File: src/rtl/ib_mul_qs_pkg.sv
// Shared types and defaults for the quarter-square multiplier arbiter.
package ib_mul_qs_pkg;

  localparam int unsigned QS_NREQ_DEF = 4;
  localparam int unsigned QS_W_DEF    = 8;

  typedef enum logic [1:0] {
    IDLE = 2'd0,
    SQ1  = 2'd1,
    SQ2  = 2'd2,
    DONE = 2'd3
  } qs_state_t;

endpackage

File: src/rtl/ib_mul_qs_core.sv
// Quarter-square datapath: one shared squarer used twice per product.
// Phase 1 squares (a+b), phase 2 squares |a-b| and subtracts.
module ib_mul_qs_core
  import ib_mul_qs_pkg::*;
#(
  parameter int unsigned W = QS_W_DEF
) (
  input  logic             i_clk,
  input  logic             i_rst,
  input  logic             i_load,
  input  logic [W-1:0]     i_a,
  input  logic [W-1:0]     i_b,
  input  logic             i_sq1,
  input  logic             i_sq2,
  output logic [2*W-1:0]   o_c
);

  logic [W-1:0]   a_q;
  logic [W-1:0]   b_q;
  logic [2*W-1:0] acc_q;
  logic [2*W-1:0] res_q;

  logic [W:0]     sum;
  logic [W:0]     diff;
  logic [W:0]     sq_in;
  logic [2*W+1:0] sq;
  logic [2*W-1:0] quarter;

  // Phase-selected operand into the single squarer, then divide by four.
  // (a+b) and |a-b| share parity, so the two floors cancel exactly.
  always_comb begin
    sum     = {1'b0, a_q} + {1'b0, b_q};
    diff    = (a_q >= b_q) ? {1'b0, a_q - b_q} : {1'b0, b_q - a_q};
    sq_in   = i_sq1 ? sum : diff;
    sq      = (2*W+2)'(sq_in) * (2*W+2)'(sq_in);
    quarter = (2*W)'(sq >> 2);
  end

  // Operand capture, accumulator load and final subtract.
  always_ff @(posedge i_clk) begin
    if (i_rst) begin
      a_q   <= '0;
      b_q   <= '0;
      acc_q <= '0;
      res_q <= '0;
    end else begin
      if (i_load) begin
        a_q <= i_a;
        b_q <= i_b;
      end
      if (i_sq1) acc_q <= quarter;
      if (i_sq2) res_q <= acc_q - quarter;
    end
  end

  assign o_c = res_q;

endmodule

File: src/rtl/ib_mul_qs_arb.sv
// Round-robin arbiter in front of a shared quarter-square multiplier.
// Optional operation counter enabled by IB_MUL_QS_ARB_STATS_EN.
module ib_mul_qs_arb
  import ib_mul_qs_pkg::*;
#(
  parameter int unsigned NREQ = QS_NREQ_DEF,
  parameter int unsigned W    = QS_W_DEF
) (
  input  logic                     i_clk,
  input  logic                     i_rst,
  input  logic [NREQ-1:0]          i_req,
  input  logic [NREQ*W-1:0]        i_a,
  input  logic [NREQ*W-1:0]        i_b,
  output logic [NREQ-1:0]          o_gnt,
  output logic                     o_vld,
  input  logic                     i_rdy,
  output logic [2*W-1:0]           o_c,
  output logic [$clog2(NREQ)-1:0]  o_id,
  output logic [15:0]              o_ops
);

  localparam int unsigned IW = $clog2(NREQ);

  qs_state_t       state_q;
  qs_state_t       state_d;
  logic [IW-1:0]   rr_ptr_q;
  logic [IW-1:0]   cur_id_q;
  logic [IW-1:0]   out_id_q;

  logic            found;
  logic [IW-1:0]   gnt_idx;
  logic [W-1:0]    a_sel;
  logic [W-1:0]    b_sel;
  logic            take;

  // Rotating priority search starting at the pointer; also muxes the winner's operands.
  always_comb begin
    int unsigned cand;
    cand    = 0;
    found   = 1'b0;
    gnt_idx = '0;
    a_sel   = '0;
    b_sel   = '0;
    for (int unsigned i = 0; i < NREQ; i++) begin
      cand = (32'(rr_ptr_q) + i) % NREQ;
      if (!found && i_req[cand]) begin
        found   = 1'b1;
        gnt_idx = IW'(cand);
        a_sel   = i_a[cand*W +: W];
        b_sel   = i_b[cand*W +: W];
      end
    end
  end

  // State register.
  always_ff @(posedge i_clk) begin
    if (i_rst) state_q <= IDLE;
    else       state_q <= state_d;
  end

  // Next-state logic.
  always_comb begin
    state_d = state_q;
    unique case (state_q)
      IDLE: if (take) state_d = SQ1;
      SQ1:  state_d = SQ2;
      SQ2:  state_d = DONE;
      DONE: if (i_rdy) state_d = take ? SQ1 : IDLE;
      default: state_d = IDLE;
    endcase
  end

  // Grant and valid outputs; grants are suppressed while reset is held.
  always_comb begin
    take  = 1'b0;
    o_gnt = '0;
    o_vld = (state_q == DONE);
    if (!i_rst && found &&
        ((state_q == IDLE) || ((state_q == DONE) && i_rdy))) begin
      take           = 1'b1;
      o_gnt[gnt_idx] = 1'b1;
    end
  end

  // Round-robin pointer and id bookkeeping; o_id follows the result register.
  always_ff @(posedge i_clk) begin
    if (i_rst) begin
      rr_ptr_q <= '0;
      cur_id_q <= '0;
      out_id_q <= '0;
    end else begin
      if (take) begin
        cur_id_q <= gnt_idx;
        rr_ptr_q <= (gnt_idx == IW'(NREQ - 1)) ? '0 : gnt_idx + IW'(1);
      end
      if (state_q == SQ2) out_id_q <= cur_id_q;
    end
  end

  assign o_id = out_id_q;

  ib_mul_qs_core #(
    .W (W)
  ) u_core (
    .i_clk  (i_clk),
    .i_rst  (i_rst),
    .i_load (take),
    .i_a    (a_sel),
    .i_b    (b_sel),
    .i_sq1  (state_q == SQ1),
    .i_sq2  (state_q == SQ2),
    .o_c    (o_c)
  );

`ifdef IB_MUL_QS_ARB_STATS_EN
  logic [15:0] ops_q;

  // Completed-result counter, wraps naturally at 16 bits.
  always_ff @(posedge i_clk) begin
    if (i_rst)               ops_q <= '0;
    else if (o_vld && i_rdy) ops_q <= ops_q + 16'd1;
  end

  assign o_ops = ops_q;
`else
  assign o_ops = '0;
`endif

endmodule

File: config.mk
export PLATFORM = sky130hd
export DESIGN_NAME = ib_mul_qs_arb
export DESIGN_NICKNAME = d
export VERILOG_FILES = /design/src/rtl/ib_mul_qs_pkg.sv /design/src/rtl/ib_mul_qs_core.sv /design/src/rtl/ib_mul_qs_arb.sv
export SDC_FILE = /design/constraint.sdc
export NUM_CORES = 1
export LEC_CHECK = 0
export ABC_CLOCK_PERIOD_IN_PS = 12870
export CAP_MARGIN = 20
export CORE_MARGIN = 2
export CORE_UTILIZATION = 61
export CTS_CLUSTER_SIZE = 40
export DETAILED_ROUTE_END_ITERATION = 16
export HOLD_SLACK_MARGIN = 0.03
export PLACE_DENSITY_LB_ADDON = 0.05
export SYNTH_ARGS = -nofsm -noshare
export SYNTH_HDL_FRONTEND = slang
export SYNTH_SLANG_ARGS = --single-unit
File: constraint.sdc
create_clock -name i_clk -period 12.87 [get_ports i_clk]
set_clock_uncertainty 0.05 [all_clocks]
set_input_delay 3.861 -clock i_clk [delete_from_list [all_inputs] [get_ports i_clk]]
set_output_delay 3.861 -clock i_clk [all_outputs]
set_load 0.005 [all_outputs]
==> impl_metrics.env, run 1 <==
export IMPL_ys_top_cells_by_area="dfxtp_1, ha_1, mux4_2, fa_1, inv_1"
export IMPL_drv_cap=0
export IMPL_grt_pass1_vias=6488
export IMPL_synth_seq_area_share_pct=13.9
export IMPL_synthFlopType="dfxtp_1"
export IMPL_setup_viol=0
export IMPL_path_clk_slew_ns=0.06
export IMPL_diodes=0
export IMPL_slowest_stage="clkdlybuf4s50_1"
export IMPL_period_share_pct=84.4
export IMPL_fp_dieH_um=119
export IMPL_wl_per_cell_um=14.6
export IMPL_cts_setup_buffers=0
export IMPL_critical_path_peak_fanout=15
export IMPL_cts_buffer_depth=2
export IMPL_cts_buffers=5
export IMPL_place_hpwl_um=13500
export IMPL_fill_cells=1062
export IMPL_yosysUniqueCellTypes=79
export IMPL_setup_worst_path_end_class="output pin"
export IMPL_ctsResizeCount=0
export IMPL_crit_chain="clkdlybuf4s50_1 > mux2i_1 > nor2_1 > nor2_1 > a31oi_1 > inv_1 > ha_1 > and3_1 > clkdlybuf4s50_1"
export IMPL_grt_pass1_wl_um=29400
export IMPL_outcome="finished clean"
export IMPL_place_gp_congestion=0.835
export IMPL_max_freq_ghz=0.0921
export IMPL_cts_tree="built"
export IMPL_vias_per_cell=5.82
export IMPL_fin_util_pct=70.1
export IMPL_dieWidth_um=119
export IMPL_worstSetupPathType="input pin to output pin"
export IMPL_cts_num_sinks=56
export IMPL_io_buffers=93
export IMPL_coreArea_mm2=0.0131
export IMPL_drtIter0Drc=291
export IMPL_syn_area_mm2=0.00806
export IMPL_overflow=0
export IMPL_holdCritPathClass="flop to flop"
export IMPL_fin_nets=1185
export IMPL_area_growth_pct=13.7
export IMPL_worst_slew_pin_slew_ns=1.01
export IMPL_wirelength_um=17200
export IMPL_grt_antenna_before_repair=0
export IMPL_drt_pass1_iter_count=6
export IMPL_arrival_ns=6.95
export IMPL_synthTopCellsByCount="inv_1, nor2_1, a21oi_1, ha_1, dfxtp_1"
export IMPL_synth_most_common_cell="inv_1"
export IMPL_multi_input_area_mm2=0.00621
export IMPL_h_tree_depth=2
export IMPL_postSynthAreaPerCell_um2=8.60
export IMPL_relSlewSlack_pct=32.9
export IMPL_vias=6833
export IMPL_synth_top_area_share_pct=13.9
export IMPL_grt_max_degree=76
export IMPL_regArea_mm2=0.00113
export IMPL_io_pins=110
export IMPL_die_area_mm2=0.0142
export IMPL_synth_seq_cells=56
export IMPL_slew_violations=0
export IMPL_drc=0
export IMPL_cts_hold_buf=0
export IMPL_worstPathRequired_ns=8.96
export IMPL_rsz0062_at_grt="no"
export IMPL_ant_nets=0
export IMPL_syn_inst=938
export IMPL_fp_row_count=42
export IMPL_cts_root_buf="clkbuf_16"
export IMPL_synth_largest_area_cell="dfxtp_1"
export IMPL_startpoint_type="input pin"
export IMPL_tns_ns=0
export IMPL_grt_use_total_pct=24.6
export IMPL_slowest_delay_ns=0.67
export IMPL_initial_core_util_pct=61.6
export IMPL_drive_above_1_share_pct=10.1
export IMPL_clk_latency_ns=0.29
export IMPL_yosys_warnings=0
export IMPL_synth_edf_count=0
export IMPL_async_flop_share_pct=0
export IMPL_layout_min_cycle_time_ns=10.86
export IMPL_finalHoldViolCount=0
[cell usage in the layout (no fill, tap or decap), types with 8 or more instances in the layout]
cell	instances
xnor2_1	22
nor3_1	14
mux4_2	41
fa_1	38
conb_1	16
ha_1	78
nor2b_1	11
dfxtp_1	54
a211oi_1	8
buf_4	10
clkdlybuf4s50_1	93
mux2_2	12
xor2_1	12
o22ai_1	8
o21a_1	13
mux2i_1	44
nand2_1	31
a21oi_1	84
inv_1	123
nor2_1	91
o21ai_0	40
a21o_1	14
nand3_1	15
[through the flow]
step / worst slack (ns) / hold slack [ns] / std cells / cell area (um^2)
6_report: 2.01 / 0.411 / 1175 / 9170
5_1_grt: 1.75 / 0.450 / 1175 / 9170
4_1_cts: 2.00 / 0.415 / 1175 / 9170
3_5_place_dp: 1.99 / 0.406 / 1167 / 9020
3_3_place_gp: 2.07 / 0.397 / 1167 / 9020
2_1_floorplan: 3.08 / 0.386 / 953 / 8120
[routing by layer]
| layer | routed length [um] | GRT usage [%] |
|---|---|---|
| met3 | 649 | 3.02 |
| met2 | 9000 | 45.8 |
| met1 | 7350 | 30.9 |
| met5 | 0 | 0 |
| met4 | 159 | 4.24 |
[flip-flops by register name, summed over array words and instances, names as in the netlist]
signal	cells
rr_ptr_q	2
u_core.o_c	16
u_core.acc_q	16
o_id	2
cur_id_q	2
u_core.b_q	8
u_core.a_q	8
state_q	2
[layout make-up]
| type | count | area share, % |
|---|---|---|
| clock inverters | 2 | 0.177 |
| well taps | 176 | 2.40 |
| flip-flops and latches | 56 | 12.3 |
| multi-input cells | 708 | 67.7 |
| clock buffers | 6 | 1.41 |
| inverters | 124 | 5.08 |
| repair buffers | 103 | 11.0 |
[worst max-delay path, delay by kind of cell]
family | cells | cell delay [ns]
AO/OA/AOI/OAI | 1 | 0.47
adder cells (fa/ha/maj) | 1 | 0.21
buffers and inverters | 3 | 1.22
multiplexers | 1 | 0.12
AND/OR/NAND/NOR | 3 | 1.06
[final timing paths]
| kind | end | slack [ns] | cells after the start | from |
|---|---|---|---|---|
| max | o_gnt[0] | 2.01 | 9 | i_req[0] |
| max reg2reg | u_core.o_c[15] | 3.63 | 30 | u_core.b_q[3] |
| min | u_core.acc_q[0] | 0.41 | 2 | u_core.acc_q[0] |
| min reg2reg | u_core.acc_q[0] | 0.41 | 2 | u_core.acc_q[0] |
[logic make-up (layout without fill, tap and decap cells)]
logic type	count (synthesis)	after routing	synth area share, %
buffers and inverters	189	235	9.96
adders and majority gates	120	120	22.0
DFF	56	56	13.9
other	1	16	0.0465
muxes	99	99	18.9
AOI/OAI and AO/OA	233	233	18.9
xor gates and xnor gates	38	38	4.50
and+or+nand+nor	202	202	11.7
Power of run 1 is left out: the tool's default activity adds up to more than one toggle a clock period on the data nets, which glitch-free logic cannot reach.
==> inputs of run 2 (changes only) <==
--- a/config.mk
+++ b/config.mk
@@ -5,10 +5,10 @@
 export SDC_FILE = /design/constraint.sdc
 export NUM_CORES = 1
 export LEC_CHECK = 0
-export ABC_CLOCK_PERIOD_IN_PS = 12870
+export ABC_CLOCK_PERIOD_IN_PS = 10300
 export CAP_MARGIN = 20
 export CORE_MARGIN = 2
-export CORE_UTILIZATION = 61
+export CORE_UTILIZATION = 57
 export CTS_CLUSTER_SIZE = 40
 export DETAILED_ROUTE_END_ITERATION = 16
 export HOLD_SLACK_MARGIN = 0.03
==> constraint.sdc (replaced) <==
create_clock -name i_clk -period 10.3 [get_ports i_clk]
set_clock_uncertainty 0.05 [all_clocks]
set_input_delay 3.09 -clock i_clk [delete_from_list [all_inputs] [get_ports i_clk]]
set_output_delay 3.09 -clock i_clk [all_outputs]
set_load 0.005 [all_outputs]
==> run 2 against run 1 <==
Against the previous run: wire length grew 9.9%; clock-buffer cell count down 1; cell count grew 0.43%; final area increased by 0.18%; sequential share of layout area is essentially flat; first-iteration DRC count is 12% higher.
==> impl_metrics.env, run 2 (same netlist as run 1, synthesis figures left out) <==
export IMPL_outcome="finished clean"
export IMPL_grt_max_degree=76
export IMPL_wl_met1_um=9110
export IMPL_wl_per_cell_um=16.0
export IMPL_cts_buffers=5
export IMPL_vias_per_cell=5.80
export IMPL_startpoint_type="input pin"
export IMPL_cp_depth=11
export IMPL_critical_path_peak_fanout=17
export IMPL_holdCritPathClass="flop to flop"
export IMPL_worstPathRequired_ns=7.16
export IMPL_fp_dieH_um=123
export IMPL_worstRegToRegCells=30
export IMPL_drtIter0Drc=327
export IMPL_drv_cap=0
export IMPL_dp_cells=1172
export IMPL_area_growth_pct=13.9
export IMPL_clk_latency_ns=0.31
export IMPL_diodes=0
export IMPL_grt_pass1_vias=6461
export IMPL_fin_nets=1186
export IMPL_cts_root_buf="clkbuf_16"
export IMPL_crit_buf_inv=5
export IMPL_drt_pass1_iter_count=5
export IMPL_io_buffers=93
export IMPL_max_freq_ghz=0.106
export IMPL_dpl_cell_area_mm2=0.00904
export IMPL_cts_tree="built"
export IMPL_place_gp_congestion=0.922
export IMPL_fill_cells=1212
export IMPL_period_share_pct=91.4
export IMPL_initial_core_util_pct=58.3
export IMPL_crit_chain="clkdlybuf4s50_1 > inv_1 > or4_1 > o32ai_2 > buf_4 > nor3_1 > a31oi_1 > inv_1 > ha_1 > and3_1 > clkdlybuf4s50_1"
export IMPL_arrival_ns=6.27
export IMPL_setup_worst_path_end_class="output pin"
export IMPL_grt_pass1_wl_um=31400
export IMPL_crit_end="o_gnt[0]"
export IMPL_tns_ns=0
export IMPL_wirelength_um=18900
export IMPL_vias=6843
export IMPL_met3WireLength_um=982
export IMPL_rr_startpoint="u_core.b_q[3]"
export IMPL_fp_row_count=43
export IMPL_h_tree_depth=2
export IMPL_rsz0062_at_grt="no"
export IMPL_cts_setup_buffers=0
export IMPL_worst_slew_pin_slew_ns=0.988
export IMPL_slowest_delay_ns=0.57
export IMPL_layout_common_cells="inv_1, clkdlybuf4s50_1, nor2_1"
export IMPL_reg2reg_to="u_core.o_c[15]"
export IMPL_cts_num_sinks=56
export IMPL_worstSetupPathType="input pin to output pin"
export IMPL_instances_no_fill=1180
export IMPL_setup_viol=0
export IMPL_layout_min_cycle_time_ns=9.41
export IMPL_drive_above_1_share_pct=10.3
export IMPL_place_hpwl_um=14700
export IMPL_ff2ff_setup_slack_ns=1.18
export IMPL_coreArea_mm2=0.0138
export IMPL_ant_nets=0
export IMPL_finalHoldViolCount=0
export IMPL_drc=0
export IMPL_slew_violations=0
export IMPL_top_layer_used="met4"
export IMPL_dp_worst_setup_slack_ns=0.939
export IMPL_critPathTopFamily="buffers and inverters"
export IMPL_relSlewSlack_pct=34.1
export IMPL_overflow=0
export IMPL_dieWidth_um=123
export IMPL_slowest_stage="clkdlybuf4s50_1"
export IMPL_worstSetupStartpoint="i_req[3]"
export IMPL_ctsResizeCount=0
export IMPL_io_pins=110
export IMPL_cts_buffer_depth=2
export IMPL_finalInstanceArea_mm2=0.00919
export IMPL_cts_hold_buf=0
export IMPL_mostFrequentLayoutCell="inv_1"
export IMPL_route_met2_wl_um=8540
export IMPL_grt_use_total_pct=26.1
export IMPL_grt_antenna_before_repair=0
export IMPL_path_clk_slew_ns=0.07
export IMPL_die_area_mm2=0.0151
export IMPL_fin_ws_ns=0.886
[run 2: worst min-delay path by stage]
| stage | startpoint | end | slack, ns | depth (start not counted) |
|---|---|---|---|---|
| detailed placement | u_core.acc_q[0] | u_core.acc_q[0] | 0.40 | 2 |
| global placement | u_core.acc_q[0] | u_core.acc_q[0] | 0.39 | 2 |
| floorplan | u_core.acc_q[0] | u_core.acc_q[0] | 0.39 | 2 |
| finish | u_core.acc_q[0] | u_core.acc_q[0] | 0.41 | 2 |
| global route | u_core.acc_q[0] | u_core.acc_q[0] | 0.44 | 2 |
| CTS | u_core.acc_q[0] | u_core.acc_q[0] | 0.41 | 2 |
[run 2: worst min-delay path: cells and delay by family, from the launching register on]
family             cells  cell delay (ns)
AOI/OAI and AO/OA      1             0.06
DFF                    1             0.31
and+or+nand+nor        1             0.05
[run 2: metal layers]
metal	GRT usage, %	up-vias
li1	-	3396
met2	40.7	145
met3	4.80	16
met4	5.82	0
met5	0	-
met1	37.8	3286
[run 2: per-stage QoR]
step | hold WS (ns) | utilization (%)
floorplan | 0.386 | -
CTS | 0.410 | 66.4
global placement | 0.395 | 65.4
finish | 0.410 | 66.4
detailed placement | 0.399 | 65.4
global route | 0.441 | 66.4
[run 2: layout make-up]
cell class | count | area [um^2] | share of cell area (%)
multi-input cells | 708 | 6210 | 67.6
well taps | 180 | 225 | 2.45
clock inverters | 3 | 23.8 | 0.259
clock buffers | 5 | 125 | 1.36
repair buffers | 104 | 1010 | 11.0
flip-flops and latches | 56 | 1130 | 12.3
inverters | 124 | 465 | 5.07
Power of run 2 is left out for the same reason.
==> inputs of run 3 (changes only) <==
--- a/config.mk
+++ b/config.mk
@@ -13,6 +13,7 @@
 export DETAILED_ROUTE_END_ITERATION = 16
 export HOLD_SLACK_MARGIN = 0.03
 export PLACE_DENSITY_LB_ADDON = 0.05
+export SLEW_MARGIN = 40
 export SYNTH_ARGS = -nofsm -noshare
 export SYNTH_HDL_FRONTEND = slang
 export SYNTH_SLANG_ARGS = --single-unit
==> run 3 against run 2 <==
Against the previous run: maximum frequency grew 0.35%; register-to-register slack is essentially flat; sequential share of layout area is essentially flat; global-route usage grew 0.15 points; first-iteration DRC count shrank 0.92%; largest cell class unchanged.
==> impl_metrics.env, run 3 (same netlist as run 1, synthesis figures left out) <==
export IMPL_vias_per_cell=5.77
export IMPL_crit_chain="clkdlybuf4s50_1 > inv_1 > or4_1 > o311ai_0 > o31ai_2 > buf_4 > a31oi_1 > inv_1 > ha_1 > and3_1 > clkdlybuf4s50_1"
export IMPL_tns_ns=0
export IMPL_area_growth_pct=14.1
export IMPL_worstPathRequired_ns=7.16
export IMPL_critical_path_peak_fanout=24
export IMPL_layout_common_cells="inv_1, clkdlybuf4s50_1, nor2_1"
export IMPL_cts_root_buf="clkbuf_16"
export IMPL_diodes=0
export IMPL_wirelength_um=18800
export IMPL_path_clk_slew_ns=0.07
export IMPL_drv_cap=0
export IMPL_drc=0
export IMPL_relSlewSlack_pct=49.4
export IMPL_place_gp_congestion=0.922
export IMPL_worstSetupStartpoint="i_req[3]"
export IMPL_arrival_ns=6.24
export IMPL_layout_min_cycle_time_ns=9.38
export IMPL_fp_dieH_um=123
export IMPL_slowest_stage="clkdlybuf4s50_1"
export IMPL_cp_depth=11
export IMPL_worstSetupPathType="input pin to output pin"
export IMPL_fin_nets=1187
export IMPL_wl_per_cell_um=15.9
export IMPL_hp_start="u_core.acc_q[0]"
export IMPL_finalHoldViolCount=0
export IMPL_die_area_mm2=0.0151
export IMPL_hold_depth=2
export IMPL_initial_core_util_pct=58.3
export IMPL_holdCritPathClass="flop to flop"
export IMPL_grt_pass1_vias=6516
export IMPL_outcome="finished clean"
export IMPL_coreArea_mm2=0.0138
export IMPL_mostFrequentLayoutCell="inv_1"
export IMPL_cts_setup_buffers=0
export IMPL_startpoint_type="input pin"
export IMPL_worst_slew_pin_slew_ns=0.758
export IMPL_rr_startpoint="u_core.b_q[3]"
export IMPL_grt_antenna_before_repair=0
export IMPL_vias=6812
export IMPL_setup_worst_path_end_class="output pin"
export IMPL_clk_latency_ns=0.31
export IMPL_io_buffers=93
export IMPL_ctsResizeCount=0
export IMPL_place_hpwl_um=14700
export IMPL_grt_pass1_wl_um=31600
export IMPL_critPathTopFamily="buffers and inverters"
export IMPL_dp_cells=1172
export IMPL_slowest_delay_ns=0.56
export IMPL_slew_violations=0
export IMPL_instances_no_fill=1181
export IMPL_grt_use_total_pct=26.3
export IMPL_setup_viol=0
export IMPL_rsz0062_at_grt="no"
export IMPL_dieWidth_um=123
export IMPL_drt_pass1_iter_count=5
export IMPL_drtIter0Drc=324
export IMPL_io_pins=110
export IMPL_drive_above_1_share_pct=10.5
export IMPL_worstRegToRegCells=30
export IMPL_grt_max_degree=76
export IMPL_crit_buf_inv=5
export IMPL_ant_nets=0
export IMPL_cts_hold_buf=0
export IMPL_cts_buffers=5
export IMPL_cts_buffer_depth=2
export IMPL_period_share_pct=91.1
export IMPL_cts_tree="built"
export IMPL_overflow=0
export IMPL_max_freq_ghz=0.107
export IMPL_fp_row_count=43
export IMPL_cts_num_sinks=56
export IMPL_h_tree_depth=2
[run 3: cell types whose count changed in the layout (fill, tap and decap cells not counted), sizes merged]
cell,delta
buf,+1
[run 3: final timing paths]
check,end,slack (ns)
setup / recovery,o_gnt[0],0.92
hold / removal,u_core.acc_q[0],0.41
setup reg to reg,u_core.o_c[15],1.18
hold reg to reg,u_core.acc_q[0],0.41
[run 3: final cells by class]
class | instances | area, um^2
fill | 1205 | 4630
clock inverter | 3 | 23.8
tap | 180 | 225
sequential | 56 | 1130
timing repair buffer | 105 | 1030
inverter | 124 | 465
multi-input combinational | 708 | 6210
clock buffer | 5 | 125
[run 3: layer usage]
| layer | global-route usage [%] | part of all wire (%) | vias up |
|---|---|---|---|
| li1 | - | - | 3409 |
| met1 | 37.6 | 48 | 3226 |
| met2 | 41.5 | 45 | 162 |
| met3 | 4.75 | 5.9 | 15 |
| met4 | 5.75 | 1.2 | 0 |
| met5 | 0 | 0 | - |
[run 3: tightest hold or removal path: cells and delay by family, from the launching register on]
kind             cells  cell delay (ns)
flip-flops           1             0.31
AND/OR/NAND/NOR      1             0.05
AO/OA/AOI/OAI        1             0.06
[run 3: stage by stage]
stage | setup slack, ns | utilization [%] | hold slack [ns] | instance area, um^2
2_1_floorplan | 2.05 | - | 0.386 | 8120
3_3_place_gp | 0.990 | 65.4 | 0.395 | 9040
3_5_place_dp | 0.947 | 65.4 | 0.399 | 9040
4_1_cts | 0.949 | 66.5 | 0.410 | 9190
5_1_grt | 0.548 | 66.5 | 0.441 | 9200
6_report | 0.920 | 66.5 | 0.410 | 9200
Power of run 3 is left out for the same reason.
==> patch 1, RTL diff (config.mk and constraints of run 3) <==
Change the package constant `QS_NREQ_DEF` from 4 to 2.
--- a/src/rtl/ib_mul_qs_pkg.sv
+++ b/src/rtl/ib_mul_qs_pkg.sv
@@ -1,7 +1,7 @@
 // Shared types and defaults for the quarter-square multiplier arbiter.
 package ib_mul_qs_pkg;
 
-  localparam int unsigned QS_NREQ_DEF = 4;
+  localparam int unsigned QS_NREQ_DEF = 2;
   localparam int unsigned QS_W_DEF    = 8;
 
   typedef enum logic [1:0] {
Interface: changed (5 resized); port bits go from 110 to 73. The function was not compared with the original's and may differ.
==> patch 1 against run 3 <==
  * Design area fell by 26%
  * Via count fell by 26%
  * Setup slack improved by 290 ps
  * Core utilization fell by 0.57 points
  * Area after synthesis fell by 25%
  * Routed wire length fell by 29%
  * Critical path depth rose by 22
  * Sequential cell count fell by 3
Power is not shown: default switching activity piles up to over one toggle a cycle in this logic, so the estimate is an artifact.
==> patch 1: results <==
[layout]
fillers = 912
multi_input_area_um2 = 4431
fin_nets = 924
drive_gt1_share_pct = 5.263

[outcome]
outcome = completed

[placement]
port_buffers = 56
place_congestion = 0.9696
pre_cts_ws_ps = 1252
hpwl_um = 10590
dpl_cell_area_um2 = 6645

[worst_setup_path]
crit_fanout = 11
crit_path_start_kind = register
cp_slowest_cell = fa_1
worstRegToRegCells = 33
worstPathArrival_ps = 9250
rr_startpoint = u_core.b_q[1]
cp_top_family = adder cells
slowest_delay_ps = 540

[yosys]
synth_commonest_cells = inv_1, nor2_1, ha_1
netlist_top_cells_area = dfxtp_1, ha_1, fa_1
synth_flop_cell = dfxtp_1
synth_cell_types = 67
seq_area_frac_synth_pct = 17.63
ys.warnings.count = 0

[detailed_routing]
wirelength_um = 13290
dr.pass1.iters = 6
vias = 5043
drt_iter0_drc = 234

[sta]
slew_headroom_pct = 48.15

[grt]
grt_max_degree = 53
grt_pass1_wl_um = 23650
track_usage_pct = 25.29

[clocking]
cts-root-buf = clkbuf_8
path_clk_slew_ps = 100
## patch 1: cell types whose count changed after synthesis, moves of 8 or more
| cell | before | now |
|---|---|---|
| a21oi_1 | 84 | 30 |
| mux4_2 | 41 | 0 |
| mux2i_1 | 44 | 16 |
| inv_1 | 123 | 102 |
| a211oi_1 | 8 | 28 |
| o21ai_0 | 40 | 23 |
| a22oi_1 | 7 | 18 |
| mux2_2 | 12 | 3 |
| clkbuf_1 | 32 | 24 |
| ha_1 | 78 | 70 |
| nand3_1 | 15 | 7 |
## patch 1: final timing paths
check               endpoint  slack [ps]
min reg2reg  u_core.acc_q[0]         430
max reg2reg   u_core.o_c[15]        1200
max           u_core.o_c[15]        1200
min          u_core.acc_q[0]         430
## patch 1: layout make-up
class                   instances  share of cell area (%)
repair buffers                 65                   9.190
well taps                     136                   2.510
inverters                     102                   5.647
flip-flops and latches         53                   15.65
clock inverters                 3                  0.6459
multi-input cells             551                   65.34
clock buffers                   5                   1.015
## patch 1: metal layers
metal	global-route usage [%]	routed length [um]	up-vias	share of wire [%]
met5	0	0	-	0
li1	-	-	2561	-
met1	36.33	6517	2323	49
met4	4.917	139	0	1.0
met3	3.343	621	21	4.7
met2	41.04	6014	138	45
## patch 1: per-stage QoR
step                cells  hold slack, ps
CTS                   915           438.0
global route          915           460.4
global placement      907           404.1
finish                915           430.1
detailed placement    907           423.5
floorplan             751           395.3
## patch 1: cell families after synthesis
logic type,share of synthesized area (%)
XOR/XNOR,4.905
AO/OA/AOI/OAI,21.49
buffers and inverters,10.25
other,0.06230
multiplexers,3.222
AND/OR/NAND/NOR,14.74
adder cells (fa/ha/maj),27.71
flip-flops,17.63
## patch 1: worst min-delay path, delay by kind of cell, from the launching register on
family          cells  cell delay (ps)
flops               1              320
compound gates      1               60
simple gates        1               60
==> patch 2, RTL diff (flow settings as in run 3) <==
Made on the original files. Add a define of `IB_MUL_QS_ARB_STATS_EN`.
--- a/src/rtl/ib_mul_qs_arb.sv
+++ b/src/rtl/ib_mul_qs_arb.sv
@@ -1,5 +1,7 @@
 // Round-robin arbiter in front of a shared quarter-square multiplier.
 // Optional operation counter enabled by IB_MUL_QS_ARB_STATS_EN.
+`define IB_MUL_QS_ARB_STATS_EN
+
 module ib_mul_qs_arb
   import ib_mul_qs_pkg::*;
 #(
Check against the original RTL: not settled (the Yosys comparison gave no result); the edit may change what the design does.
==> patch 2 against run 3 <==
  * Cell count increased by 5.8%
  * Register-to-register slack improved by 320 ps
  * Core utilization rose by 1.7 points
  * Sequential cell count increased by 16
  * Design area grew 7.4%
  * Critical path depth increased by 1
  * Setup slack improved by 400 ps
  * Routed wire length rose by 7.3%
  * Global-route usage down 0.53 points
  * Area after synthesis rose by 4.4%
  * Critical endpoint is now o_gnt[3]
Power is not shown: default switching activity piles up to over one toggle a cycle in this logic, so the estimate is an artifact.
==> patch 2: results <==
[detailed_routing]
dr.pass1.iters = 11
drt_iter0_drc = 763
wirelength_um = 20130
via_per_inst = 6.098

[worst_setup_path]
startpoint = i_req[1]
r2r_end = u_core.o_c[14]
worstPathArrival_ps = 5840
reg2reg_slack_ps = 1500
rr_startpoint = u_core.b_q[1]
endpoint = o_gnt[3]
slowest_delay_ps = 690
cp_top_family = buffers and inverters
crit_fanout = 10
worstRegToRegCells = 31

[layout]
drive_gt1_share_pct = 7.512
n_antenna_cell = 0
fin_nets = 1246

[clocking]
htree_levels = 3
insertion_delay_ps = 340
cts_buffers = 9
cts_setup_buffers = 0

[yosys]
netlist_top_cells_area = dfxtp_1, ha_1, fa_1
synth_cell_types = 77
seq_area_frac_synth_pct = 17.13
ys.warnings.count = 0
synth_commonest_cells = inv_1, nor2_1, ha_1

[grt]
grt_pass1_wl_um = 34300
grt_max_degree = 76
grt_pass1_vias = 7157
track_usage_pct = 25.77

[placement]
place_congestion = 0.9446
port_buffers = 109
hpwl_um = 14860

[outcome]
outcome = completed

[floorplan]
core_area_um2 = 14480

[min_path]
min_path_type = reg2reg

[sta]
slew_headroom_pct = 49.55
setup-tns-final_ps = 0
-- patch 2: changes by cell type in the layout (fill, tap and decap cells not counted), sizes merged, moves of 15 or more --
cell           change
a21oi             -45
conb              -16
nand3b            +24
inv               -22
clkdlybuf4s50     +15
a21boi            +62
mux4              -24
dfxtp             +16
a222oi            +64
mux2i             -23
-- patch 2: cells by family after synthesis --
family	synth area share (%)
AO/OA/AOI/OAI	26.12
AND/OR/NAND/NOR	15.24
buffers and inverters	8.131
adder cells (fa/ha/maj)	20.74
flip-flops	17.12
XOR/XNOR	5.158
multiplexers	7.492
-- patch 2: worst min-delay path by stage --
stage / from / endpoint / slack [ps] / cells after the start
2_1_floorplan: u_core.acc_q[0] / u_core.acc_q[0] / 400 / 2
5_1_grt: u_core.acc_q[0] / u_core.acc_q[0] / 450 / 2
3_3_place_gp: u_core.acc_q[0] / u_core.acc_q[0] / 400 / 2
3_5_place_dp: u_core.o_c[13] / u_core.o_c[13] / 410 / 2
4_1_cts: u_core.acc_q[0] / u_core.acc_q[0] / 420 / 2
6_report: u_core.acc_q[0] / u_core.acc_q[0] / 420 / 2
-- patch 2: area by class of cell --
cell class | instances | area (um2)
Clock inverter | 6 | 67.56
Fill cell | 1212 | 4594
Clock buffer | 10 | 229.0
Tap cell | 184 | 230.2
Multi-Input combinational cell | 750 | 6335
Timing Repair Buffer | 123 | 1191
Sequential cell | 72 | 1441
Inverter | 104 | 390.4
-- patch 2: worst register-to-register path: cells and delay by family, from the launching register on --
family / cells / cell delay (ps)
multiplexers: 2 / 470
flip-flops: 1 / 430
buffers and inverters: 5 / 430
adder cells (fa/ha/maj): 9 / 3980
AND/OR/NAND/NOR: 6 / 1640
AO/OA/AOI/OAI: 8 / 1530
XOR/XNOR: 1 / 200
-- patch 2: stage by stage --
step	instances	hold slack, ps	worst slack, ps	utilization [%]	area [um2]
global route	1249	451.3	864.2	68.27	9884
finish	1249	421.6	1324	68.27	9884
floorplan	993	395.3	2334	-	8417
detailed placement	1233	413.0	1349	66.17	9580
global placement	1233	403.9	1432	66.14	9577
CTS	1249	424.3	1345	68.22	9877
-- patch 2: routing by layer --
| metal | up-vias | wire length [um] | global-route usage (%) |
|---|---|---|---|
| met5 | - | 0 | 0 |
| met4 | 0 | 177 | 5.556 |
| met3 | 16 | 1264 | 4.236 |
| met2 | 221 | 8920 | 39.62 |
| met1 | 3625 | 9766 | 38.23 |
| li1 | 3754 | - | - |
